[src/rtl/comparator_pkg.sv]
// Shared types and elaboration helpers for the bit-serial constant-time comparator.
package comparator_pkg;

  typedef enum logic [1:0] {
    IDLE = 2'd0,
    RUN  = 2'd1,
    DONE = 2'd2
  } state_t;

  function automatic int steps(input int width, input int digit);
    return width / digit;
  endfunction

  // Counter must hold 0..STEPS-1; a single-step scan still needs one bit.
  function automatic int cnt_width(input int width, input int digit);
    int s;
    s = steps(width, digit);
    return (s <= 1) ? 1 : $clog2(s);
  endfunction

endpackage

[src/rtl/cmp_digit_lt.sv]
// One digit of the LSB-first magnitude scan: the current digit overrides the
// running result unless the digits are equal.
module cmp_digit_lt #(
  parameter int DIGIT = 1
) (
  input  logic [DIGIT-1:0] da,
  input  logic [DIGIT-1:0] db,
  input  logic             lt_in,
  input  logic             eq_in,
  output logic             lt_out,
  output logic             eq_out
);

  assign lt_out = (da < db) | ((da == db) & lt_in);
  assign eq_out = eq_in & (da == db);

endmodule

[src/rtl/comparator_32bit_serial_lt.sv]
// Bit-serial unsigned comparator: always scans WIDTH/DIGIT cycles with no early
// exit, then presents one-hot lt/eq/gt over a valid/ready handshake.
module comparator_32bit_serial_lt
  import comparator_pkg::*;
#(
  parameter int WIDTH = 32,
  parameter int DIGIT = 1
) (
  input  logic             clk,
  input  logic             rst,
  input  logic             in_valid,
  output logic             in_ready,
  input  logic [WIDTH-1:0] in_a,
  input  logic [WIDTH-1:0] in_b,
  output logic             out_valid,
  input  logic             out_ready,
  output logic             out_lt,
  output logic             out_eq,
  output logic             out_gt,
  output logic             busy
);

  localparam bit PARAM_OK = (DIGIT >= 1) && (DIGIT <= WIDTH) &&
                            ((WIDTH % ((DIGIT < 1) ? 1 : DIGIT)) == 0);
  localparam int STEPS    = PARAM_OK ? steps(WIDTH, DIGIT) : 1;
  localparam int CW       = PARAM_OK ? cnt_width(WIDTH, DIGIT) : 1;

  if (!PARAM_OK) begin : g_bad_params
    $error("comparator_32bit_serial_lt: DIGIT must divide WIDTH and lie in 1..WIDTH");
  end

  state_t            state, state_nxt;
  logic [WIDTH-1:0]  sa, sb;
  logic [CW-1:0]     cnt;
  logic              lt, eq;
  logic              lt_step, eq_step;
  logic              last_step;

  cmp_digit_lt #(.DIGIT(DIGIT)) u_digit (
    .da     (sa[DIGIT-1:0]),
    .db     (sb[DIGIT-1:0]),
    .lt_in  (lt),
    .eq_in  (eq),
    .lt_out (lt_step),
    .eq_out (eq_step)
  );

  assign last_step = (cnt == CW'(STEPS - 1));

  // NOTE: sequential state uses non-blocking assignments so every register
  // samples pre-edge values, independent of statement order.
  always_ff @(posedge clk or posedge rst) begin
    if (rst) state <= IDLE;
    else     state <= state_nxt;
  end

  // NOTE: next-state defaults to the current state first, so no path through
  // this block leaves state_nxt unassigned and no latch is inferred.
  always_comb begin
    state_nxt = state;
    unique case (state)
      IDLE:    if (in_valid)  state_nxt = RUN;
      RUN:     if (last_step) state_nxt = DONE;
      DONE:    if (out_ready) state_nxt = IDLE;
      default: state_nxt = IDLE;
    endcase
  end

  always_ff @(posedge clk or posedge rst) begin
    if (rst) begin
      sa  <= '0;
      sb  <= '0;
      cnt <= '0;
      lt  <= 1'b0;
      eq  <= 1'b1;
    end else begin
      case (state)
        IDLE: if (in_valid) begin
          sa  <= in_a;
          sb  <= in_b;
          cnt <= '0;
          lt  <= 1'b0;
          eq  <= 1'b1;
        end
        RUN: begin
          sa  <= sa >> DIGIT;
          sb  <= sb >> DIGIT;
          cnt <= cnt + 1'b1;
          lt  <= lt_step;
          eq  <= eq_step;
        end
        default: ;
      endcase
    end
  end

  // Outputs decode only registers, so no combinational path from any input.
  assign in_ready  = (state == IDLE);
  assign busy      = (state != IDLE);
  assign out_valid = (state == DONE);
  assign out_lt    = out_valid & lt;
  assign out_eq    = out_valid & eq;
  assign out_gt    = out_valid & ~lt & ~eq;

endmodule

[config.mk]
export PLATFORM = sky130hd
export DESIGN_NAME = comparator_32bit_serial_lt
export DESIGN_NICKNAME = d
export VERILOG_FILES = /design/src/rtl/comparator_pkg.sv /design/src/rtl/cmp_digit_lt.sv /design/src/rtl/comparator_32bit_serial_lt.sv
export SDC_FILE = /design/constraint.sdc
export NUM_CORES = 1
export LEC_CHECK = 0
export ABC_AREA = 1
export CAP_MARGIN = 10
export CORE_ASPECT_RATIO = 0.9
export CORE_MARGIN = 2
export CORE_UTILIZATION = 23
export CTS_CLUSTER_SIZE = 14
export DETAILED_ROUTE_END_ITERATION = 8
export PLACE_DENSITY = 0.41
export REMOVE_ABC_BUFFERS = 1
export SLEW_MARGIN = 0
export SYNTH_ARGS = -nofsm -noshare
export SYNTH_HDL_FRONTEND = slang
export SYNTH_SLANG_ARGS = --single-unit
[constraint.sdc]
create_clock -name clk -period 2.3 [get_ports clk]
set_input_delay 0.46 -clock clk [delete_from_list [all_inputs] [get_ports clk]]
set_output_delay 0.46 -clock clk [all_outputs]
set_load 0.05 [all_outputs]
==> impl_metrics.yaml, run 1 <==
synthesis:
  synth_cell_type_count: 21
  syn_area_sq_mm: 0.00336
  syn_inst: 405
  synth_top_area_share_pct: 53.6
  avgSynthCellArea_sq_um: 8.31
  ys_warn_count: 0
  yosysSeqAreaShare_pct: 54.3
  synthTopCellsByArea: "dfrtp_1 54%, nand3_1 20%, nand2_1 16%"
  ys_ff_latch: 73
  synth_largest_area_cell: "dfrtp_1"
floorplan:
  dieArea_sq_mm: 0.0156
  die_width_um: 131
  initial_core_util_pct: 23.8
  num_rows: 41
  core_sq_mm: 0.0142
  die_h_um: 119
  ios: 74
global_routing:
  antenna_found_initial: 0
  grt_pass1_wl_mm: 15.0
  overflow: 0
  grt_pass1_vias: 2962
  grt_max_degree: 70
  grt_use_total_pct: 11.9
timing:
  finalHoldViolations: 0
  finalCritPeriodShare_pct: 95.9
  skew_ps: 3.21
  worst_slew_pin_slew_ps: 553
  fin_setup_tns_ps: 0
  slew_viol_final: 0
  setup-violations-final: 0
  max_freq_mhz: 453
  relSlewSlack_pct: 63.0
  rsz0062_at_grt: "false"
  period_minus_slack_ps: 2210
pwr:
  peakVddDrop_mv: 0.308
  power_frac_clock_pct: 27.0
  p_int_mw: 3.07
  p_sw_mw: 1.53
  share_comb_of_total_power_pct: 28.0
  power.leakage_nw: 2.10
  swShare_pct: 33.3
  power.density_mw_per_mm2: 1020
  seqPwrFrac_pct: 45.0
setup_path:
  slowest_delay_ps: 820
  cp.arrival_ps: 1750
  path_buf_inv: 1
  cp_top_family: "buffers and inverters"
  crit_start: "state[1]"
  path_class: "flop to primary output"
  path_cells: "nor2_2 -> clkdlybuf4s50_1"
  cpMaxStageDelayCell: "clkdlybuf4s50_1"
  reg2reg_from: "state[1]"
  path_depth: 2
  crit_path_start_kind: "flop"
  ff2ff_path_depth: 5
  crit_fanout: 4
  critPathCaptureType: "primary output"
  worst-endpoint-required_ps: 1840
finish:
  post_route_cells_drive_above_1_share_pct: 7.16
  nNetsFinal: 541
  utilization_pct: 32.0
  layout_commonest_cell: "nand2_1"
  fillCellCount: 1570
  final_cell_mix: "140 x nand2_1, 133 x nand3_1, 72 x dfrtp_1"
  area_growth_pct: 34.8
  num_antenna_cells: 0
cts:
  clk_pin_slew_ps: 60
  clk_latency_ps: 330
  htreeDepth: 3
  cts_root_buf: "clkbuf_16"
  cts_sinks: 73
  cts_resized: 0
  cts_tree: "built"
  cts_setup_buffers: 0
  cts-buffers-inserted: 9
  clk_path_buf_depth: 2
  cts_hold_buf: 0
route:
  drt_iter0_drc: 194
  firstDrtPassIters: 4
  drtAntennaViolNets: 0
  dr_total_vias: 2918
  detail_route.wirelength_mm: 8.76
  wl_per_cell_um: 13.1
  vias_per_cell: 4.37
  drc: 0
outcome:
  status: "complete, no violations"
placed_design:
  io_buffers: 73
  dp_hpwl_mm: 5.27
  gp_congestion: 0.707
min_path:
  hold_path.class: "primary input to async pin"
run:
  max-cap-violations: 0
## layer usage
metal	share of wire [%]	global-route usage, %
met1	49	15.7
met5	0	0
met2	44	18.5
met3	5.5	3.82
met4	1.3	4.21
## metrics by stage
step	setup slack (ps)	power (mW)	cells	cell area [sq um]	hold slack, ps
5_1_grt	21.1	4.99	668	4540	508
2_1_floorplan	-11.6	2.89	378	3200	466
6_report	94.3	4.61	668	4540	450
3_5_place_dp	373	3.40	652	4280	479
4_1_cts	6.34	4.70	668	4530	460
3_3_place_gp	391	3.37	652	4280	477
## worst reg2reg max path, cell delays in order, from the launching register on
cell,delay [ps]
dfrtp_1,440
inv_2,70
nand2_2,420
buf_4,320
nand3_1,110
nand3_1,110
## state kept, by name (all words and copies together), names as in the netlist
register / flops
cnt: 5
eq: 1
lt: 1
sa: 32
sb: 32
state: 2
## path summary, 6_finish.rpt
path                                 end  slack (ps)
worst min-delay path              sa[28]         450
worst min register to register     sb[2]         490
worst max-delay path            in_ready          90
max in group asynchronous             eq        1240
worst max register to register     sa[8]         760
min in group clk                   sb[2]         490
## power by group through the flow
stage	clock (mW)	sequential, mW	combinational (mW)
final	1.24	2.07	1.29
after global routing	1.36	2.14	1.49
after CTS	1.30	2.07	1.32
after detailed placement	0	2.09	1.32
after global placement	0	2.07	1.29
after floorplan	0	2.02	0.873
## cell usage after synthesis
cell        n
inv_2       3
buf_2      13
nor3_1      1
nand2_1   140
xnor2_1     1
inv_1       8
nand3_1   133
a21oi_1     1
clkbuf_1    4
buf_6       2
buf_4       8
nor2_4      1
ha_1        3
a22oi_1     1
nor2_2      1
dfrtp_1    72
dfstp_2     1
nand4_1     1
nand2_2     3
o21ai_0     4
nor2_1      4
## cell families after synthesis
family / after synthesis / synth area share (%)
adders and majority gates: 3 / 1.12
DFF: 73 / 54.3
xor gates and xnor gates: 1 / 0.260
and+or+nand+nor: 284 / 37.3
AOI/OAI and AO/OA: 6 / 0.967
buffers and inverters: 38 / 6.06
## final cells by class
class	instances	area, sq um	area share (%)
Multi-Input combinational cell	294	1330	29.4
Tap cell	193	241	5.32
Clock inverter	4	20.0	0.441
Clock buffer	12	236	5.21
Inverter	11	42.5	0.938
Sequential cell	73	1830	40.3
Timing Repair Buffer	81	836	18.4
No activity file was read; power rests on OpenSTA's default activity.
==> run 2, diff against run 1 <==
Settings changed: PLACE_DENSITY 0.41 to 0.47.
==> run 2 against run 1 <==
  * Final area rose by 2.8%
  * Highest routed layer unchanged
  * Sequential share of layout area fell by 1.1 points
  * Maximum frequency rose by 0.30%
  * Setup slack improved by 6.6 ps
  * Critical path depth did not move
  * Combinational power barely moved
  * Critical path type unchanged
  * Via count rose by 2.0%
  * Sequential power barely moved
  * Worst hold slack improved by 30 ps
==> impl_metrics.yaml, run 2 (synthesis gave the netlist of run 1 again) <==
outcome:
  status: "complete, no violations"
timing:
  slew_viol_final: 0
  max_freq_mhz: 455
  skew_ps: 5.93
  finalHoldViolations: 0
  worst_slack_ps: 101
  worst_slew_pin_slew_ps: 540
  period_minus_slack_ps: 2200
  finalCritPeriodShare_pct: 95.6
  rsz0062_at_grt: "false"
  whs_ps: 480
  setup-violations-final: 0
  relSlewSlack_pct: 63.9
  fin_setup_tns_ps: 0
floorplan:
  dieArea_sq_mm: 0.0156
  die_h_um: 119
  num_rows: 41
  core_sq_mm: 0.0142
  initial_core_util_pct: 23.8
  die_width_um: 131
  ios: 74
cts:
  clk_latency_ps: 330
  cts_hold_buf: 0
  cts_sinks: 73
  clk_pin_slew_ps: 60
  cts_tree: "built"
  clk_path_buf_depth: 2
  htreeDepth: 3
  cts_root_buf: "clkbuf_16"
  cts-buffers-inserted: 9
pwr:
  peakVddDrop_mv: 0.375
  power.density_mw_per_mm2: 1100
  power.leakage_nw: 2.15
global_routing:
  grt_max_degree: 72
  grt_use_total_pct: 11.7
  grt_pass1_vias: 2973
  top_usage_layer: "met2"
  grt_use_met3_pct: 3.47
  grt_pass1_wl_mm: 15.0
  grtUsageMet2_pct: 17.3
  grtUsageMet1_pct: 16.5
  antenna_found_initial: 0
  overflow: 0
finish:
  stdcell_count: 667
  largestRegisters: "sa: 32 flops, sb: 32 flops, cnt: 5 flops"
  nNetsFinal: 540
  post_route_cells_drive_above_1_share_pct: 7.59
  num_antenna_cells: 0
  layout_commonest_cell: "nand2_1"
  area_growth_pct: 38.6
  finalInstanceArea_sq_mm: 0.00466
  final_cell_mix: "140 x nand2_1, 133 x nand3_1, 72 x dfrtp_1"
placed_design:
  dp_hpwl_mm: 5.17
  pre_cts_ws_ps: 372
  io_buffers: 73
  place_area_sq_mm: 0.00428
  dp_cells: 651
  gp_congestion: 0.715
route:
  drt_iter0_drc: 184
  firstDrtPassIters: 4
  detail_route.wirelength_mm: 8.62
  wl_per_cell_um: 12.9
  drc: 0
  drtAntennaViolNets: 0
  dr_total_vias: 2975
  vias_per_cell: 4.46
setup_path:
  slowest_delay_ps: 820
  cpMaxStageDelayCell: "clkdlybuf4s50_1"
  path_class: "flop to primary output"
  critPathCaptureType: "primary output"
  path_cells: "nor2_2 -> clkdlybuf4s50_1"
  cp_top_family: "buffers and inverters"
  crit_path_start_kind: "flop"
  path_buf_inv: 1
  cp.arrival_ps: 1740
  worst-endpoint-required_ps: 1840
  crit_fanout: 4
min_path:
  hold_path.class: "primary input to async pin"
run:
  max-cap-violations: 0
[run 2: area by class of cell]
class,count,area [sq um]
Clock buffer,11,253
Clock inverter,5,125
Fill cell,1509,9500
Inverter,11,42.5
Multi-Input combinational cell,294,1330
Sequential cell,73,1830
Tap cell,193,241
Timing Repair Buffer,80,841
[run 2: final timing paths]
| check | slack, ps | endpoint | start | depth (start not counted) |
|---|---|---|---|---|
| min in group clk | 490 | sb[20] | sb[21] | 2 |
| max | 100 | in_ready | state[1] | 2 |
| max in group asynchronous | 1280 | sa[31] | rst | 3 |
| min reg2reg | 490 | sb[20] | sb[21] | 2 |
| min | 480 | sa[26] | rst | 2 |
| max reg2reg | 950 | sa[24] | state[1] | 6 |
[run 2: metal layers]
metal  part of all wire [%]  wire, um
met3                    5.5       474
met2                     44      3780
met1                     50      4270
met5                      0         0
met4                    1.0        88
[run 2: stage by stage]
step | util (%) | power [mW]
after floorplan | - | 2.89
after global placement | 30.2 | 3.35
after detailed placement | 30.2 | 3.40
after CTS | 32.9 | 5.20
after global routing | 32.9 | 5.49
final | 32.9 | 5.11
[run 2: repair_timing]
| action | in CTS | in global routing |
|---|---|---|
| resized for setup | 0 | 1 |
| buffers inserted | 0 | 0 |
| endpoints found under the setup margin | 0 | 1 |
[run 2: power by group]
part | internal (mW) | switching (mW)
sequential | 1.79 | 0.276
clock | 1.23 | 0.531
combinational | 0.559 | 0.735
==> run 3, diff against run 2 <==
==> constraint.sdc (replaced) <==
create_clock -name clk -period 2.3 [get_ports clk]
set_input_delay 0.46 -clock clk [delete_from_list [all_inputs] [get_ports clk]]
set_output_delay 0.46 -clock clk [all_outputs]
set_load 0.005 [all_outputs]
==> run 3 against run 2 <==
  * Total power is 10% lower
  * Setup slack better by 99 ps
  * Die area stayed put
  * Worst hold slack better by 8.7 ps
  * Register-to-register slack better by 20 ps
  * Sequential cell count stayed put
  * Highest routed layer unchanged
  * Routed wire length is 2.2% lower
  * Critical path depth is 2 higher
  * Sequential share of layout area is 1.0 points higher
  * First-iteration DRC count is 1.6% lower
  * Utilization is 0.86 points lower
==> impl_metrics.yaml, run 3 (synthesis gave the netlist of run 1 again) <==
setup_path:
  path_class: "flop to primary output"
  critPathCaptureType: "primary output"
  crit_path_start_kind: "flop"
  slowest_delay_ps: 530
  path_cells: "inv_2 -> nand2_1 -> nor3_1 -> clkdlybuf4s50_1"
  crit_start: "state[0]"
  crit_fanout: 5
  reg2reg_from: "state[1]"
  worst-endpoint-required_ps: 1840
  cp.arrival_ps: 1640
  cpMaxStageDelayCell: "clkdlybuf4s50_1"
cts:
  htreeDepth: 3
  cts_resized: 0
  clk_path_buf_depth: 2
  cts_root_buf: "clkbuf_16"
  cts_setup_buffers: 0
  cts-buffers-inserted: 9
  cts_sinks: 73
  clk_latency_ps: 330
  clk_pin_slew_ps: 60
  cts_tree: "built"
  cts_hold_buf: 0
outcome:
  status: "complete, no violations"
floorplan:
  die_width_um: 131
  dieArea_sq_mm: 0.0156
  core_sq_mm: 0.0142
  die_h_um: 119
  ios: 74
  num_rows: 41
  initial_core_util_pct: 23.8
run:
  max-cap-violations: 0
placed_design:
  gp_congestion: 0.719
  dp_hpwl_mm: 4.74
  io_buffers: 73
  place_area_sq_mm: 0.00428
timing:
  period_minus_slack_ps: 2100
  setup-violations-final: 0
  finalCritPeriodShare_pct: 91.3
  fin_setup_tns_ps: 0
  worst_slew_pin_slew_ps: 425
  whs_ps: 489
  finalHoldViolations: 0
  slew_viol_final: 0
  relSlewSlack_pct: 71.7
  rsz0062_at_grt: "false"
  skew_ps: 4.39
  max_freq_mhz: 476
route:
  drt_iter0_drc: 181
  firstDrtPassIters: 4
  vias_per_cell: 4.36
  drc: 0
  dr_total_vias: 2902
  drtAntennaViolNets: 0
  detail_route.wirelength_mm: 8.43
  wl_per_cell_um: 12.7
finish:
  fillCellCount: 1520
  final_cell_mix: "140 x nand2_1, 133 x nand3_1, 73 x clkdlybuf4s50_1"
  area_growth_pct: 35.0
  post_route_cells_drive_above_1_share_pct: 6.14
  finalInstanceArea_sq_mm: 0.00454
  nNetsFinal: 538
  layout_commonest_cell: "nand2_1"
  num_antenna_cells: 0
  utilization_pct: 32.1
  largestRegisters: "sa: 32 flops, sb: 32 flops, cnt: 5 flops"
pwr:
  fin_total_pwr_mw: 4.58
  power.leakage_nw: 2.07
  power.density_mw_per_mm2: 1010
  peakVddDrop_mv: 0.325
min_path:
  min-delay-start: "sb[7]"
  hold_path.class: "flop to flop"
global_routing:
  grt_pass1_wl_mm: 14.6
  antenna_found_initial: 0
  overflow: 0
  grt_pass1_vias: 2996
  grt_max_degree: 74
  grt_use_total_pct: 11.5
## run 3: changes by cell type in the layout (fill, tap and decap cells not counted)
| cell | previous run | this run |
|---|---|---|
| buf_4 | 5 | 0 |
| bufinv_16 | 4 | 0 |
| clkdlybuf4s50_1 | 69 | 73 |
| clkinv_2 | 2 | 5 |
| clkbuf_1 | 0 | 2 |
| clkbuf_8 | 2 | 1 |
| dlymetal6s2s_1 | 1 | 0 |
## run 3: worst max-delay path: cells and delay by family (launching register included)
kind          cells  cell delay, ps
buf+inv           2             620
flops             1             410
simple gates      2             280
## run 3: path summary, 6_finish.rpt
path                           to  slack [ps]  cells past startpoint
max                        out_gt         200                      4
min                         sb[6]         490                      2
max reg2reg                sa[26]         970                      6
min reg2reg                 sb[6]         490                      2
max in group asynchronous      eq        1410                      3
min in group asynchronous  sb[31]         500                      3
## run 3: report_power, final
part / internal, mW / switching, mW
combinational: 0.557 / 0.691
clock: 0.752 / 0.521
sequential: 1.79 / 0.275
## run 3: through the flow
stage          worst slack, ps  instances
5_1_grt                   63.2        665
3_3_place_gp               588        649
2_1_floorplan            -11.6        378
3_5_place_dp               548        649
6_report                   200        665
4_1_cts                    178        665
## run 3: area by class of cell
type | count | area (sq um) | area share, %
Sequential cell | 73 | 1830 | 40.2
Multi-Input combinational cell | 294 | 1330 | 29.3
Timing Repair Buffer | 78 | 831 | 18.3
Clock buffer | 12 | 246 | 5.43
Tap cell | 193 | 241 | 5.32
Inverter | 11 | 42.5 | 0.937
Clock inverter | 4 | 20.0 | 0.441
## run 3: per-layer routing
metal | share of wire [%] | vias up | global-route usage, %
li1 | - | 1457 | -
met1 | 49 | 1364 | 15.0
met2 | 44 | 70 | 18.2
met3 | 5.4 | 11 | 3.43
met4 | 1.3 | 0 | 3.87
met5 | 0 | - | 0
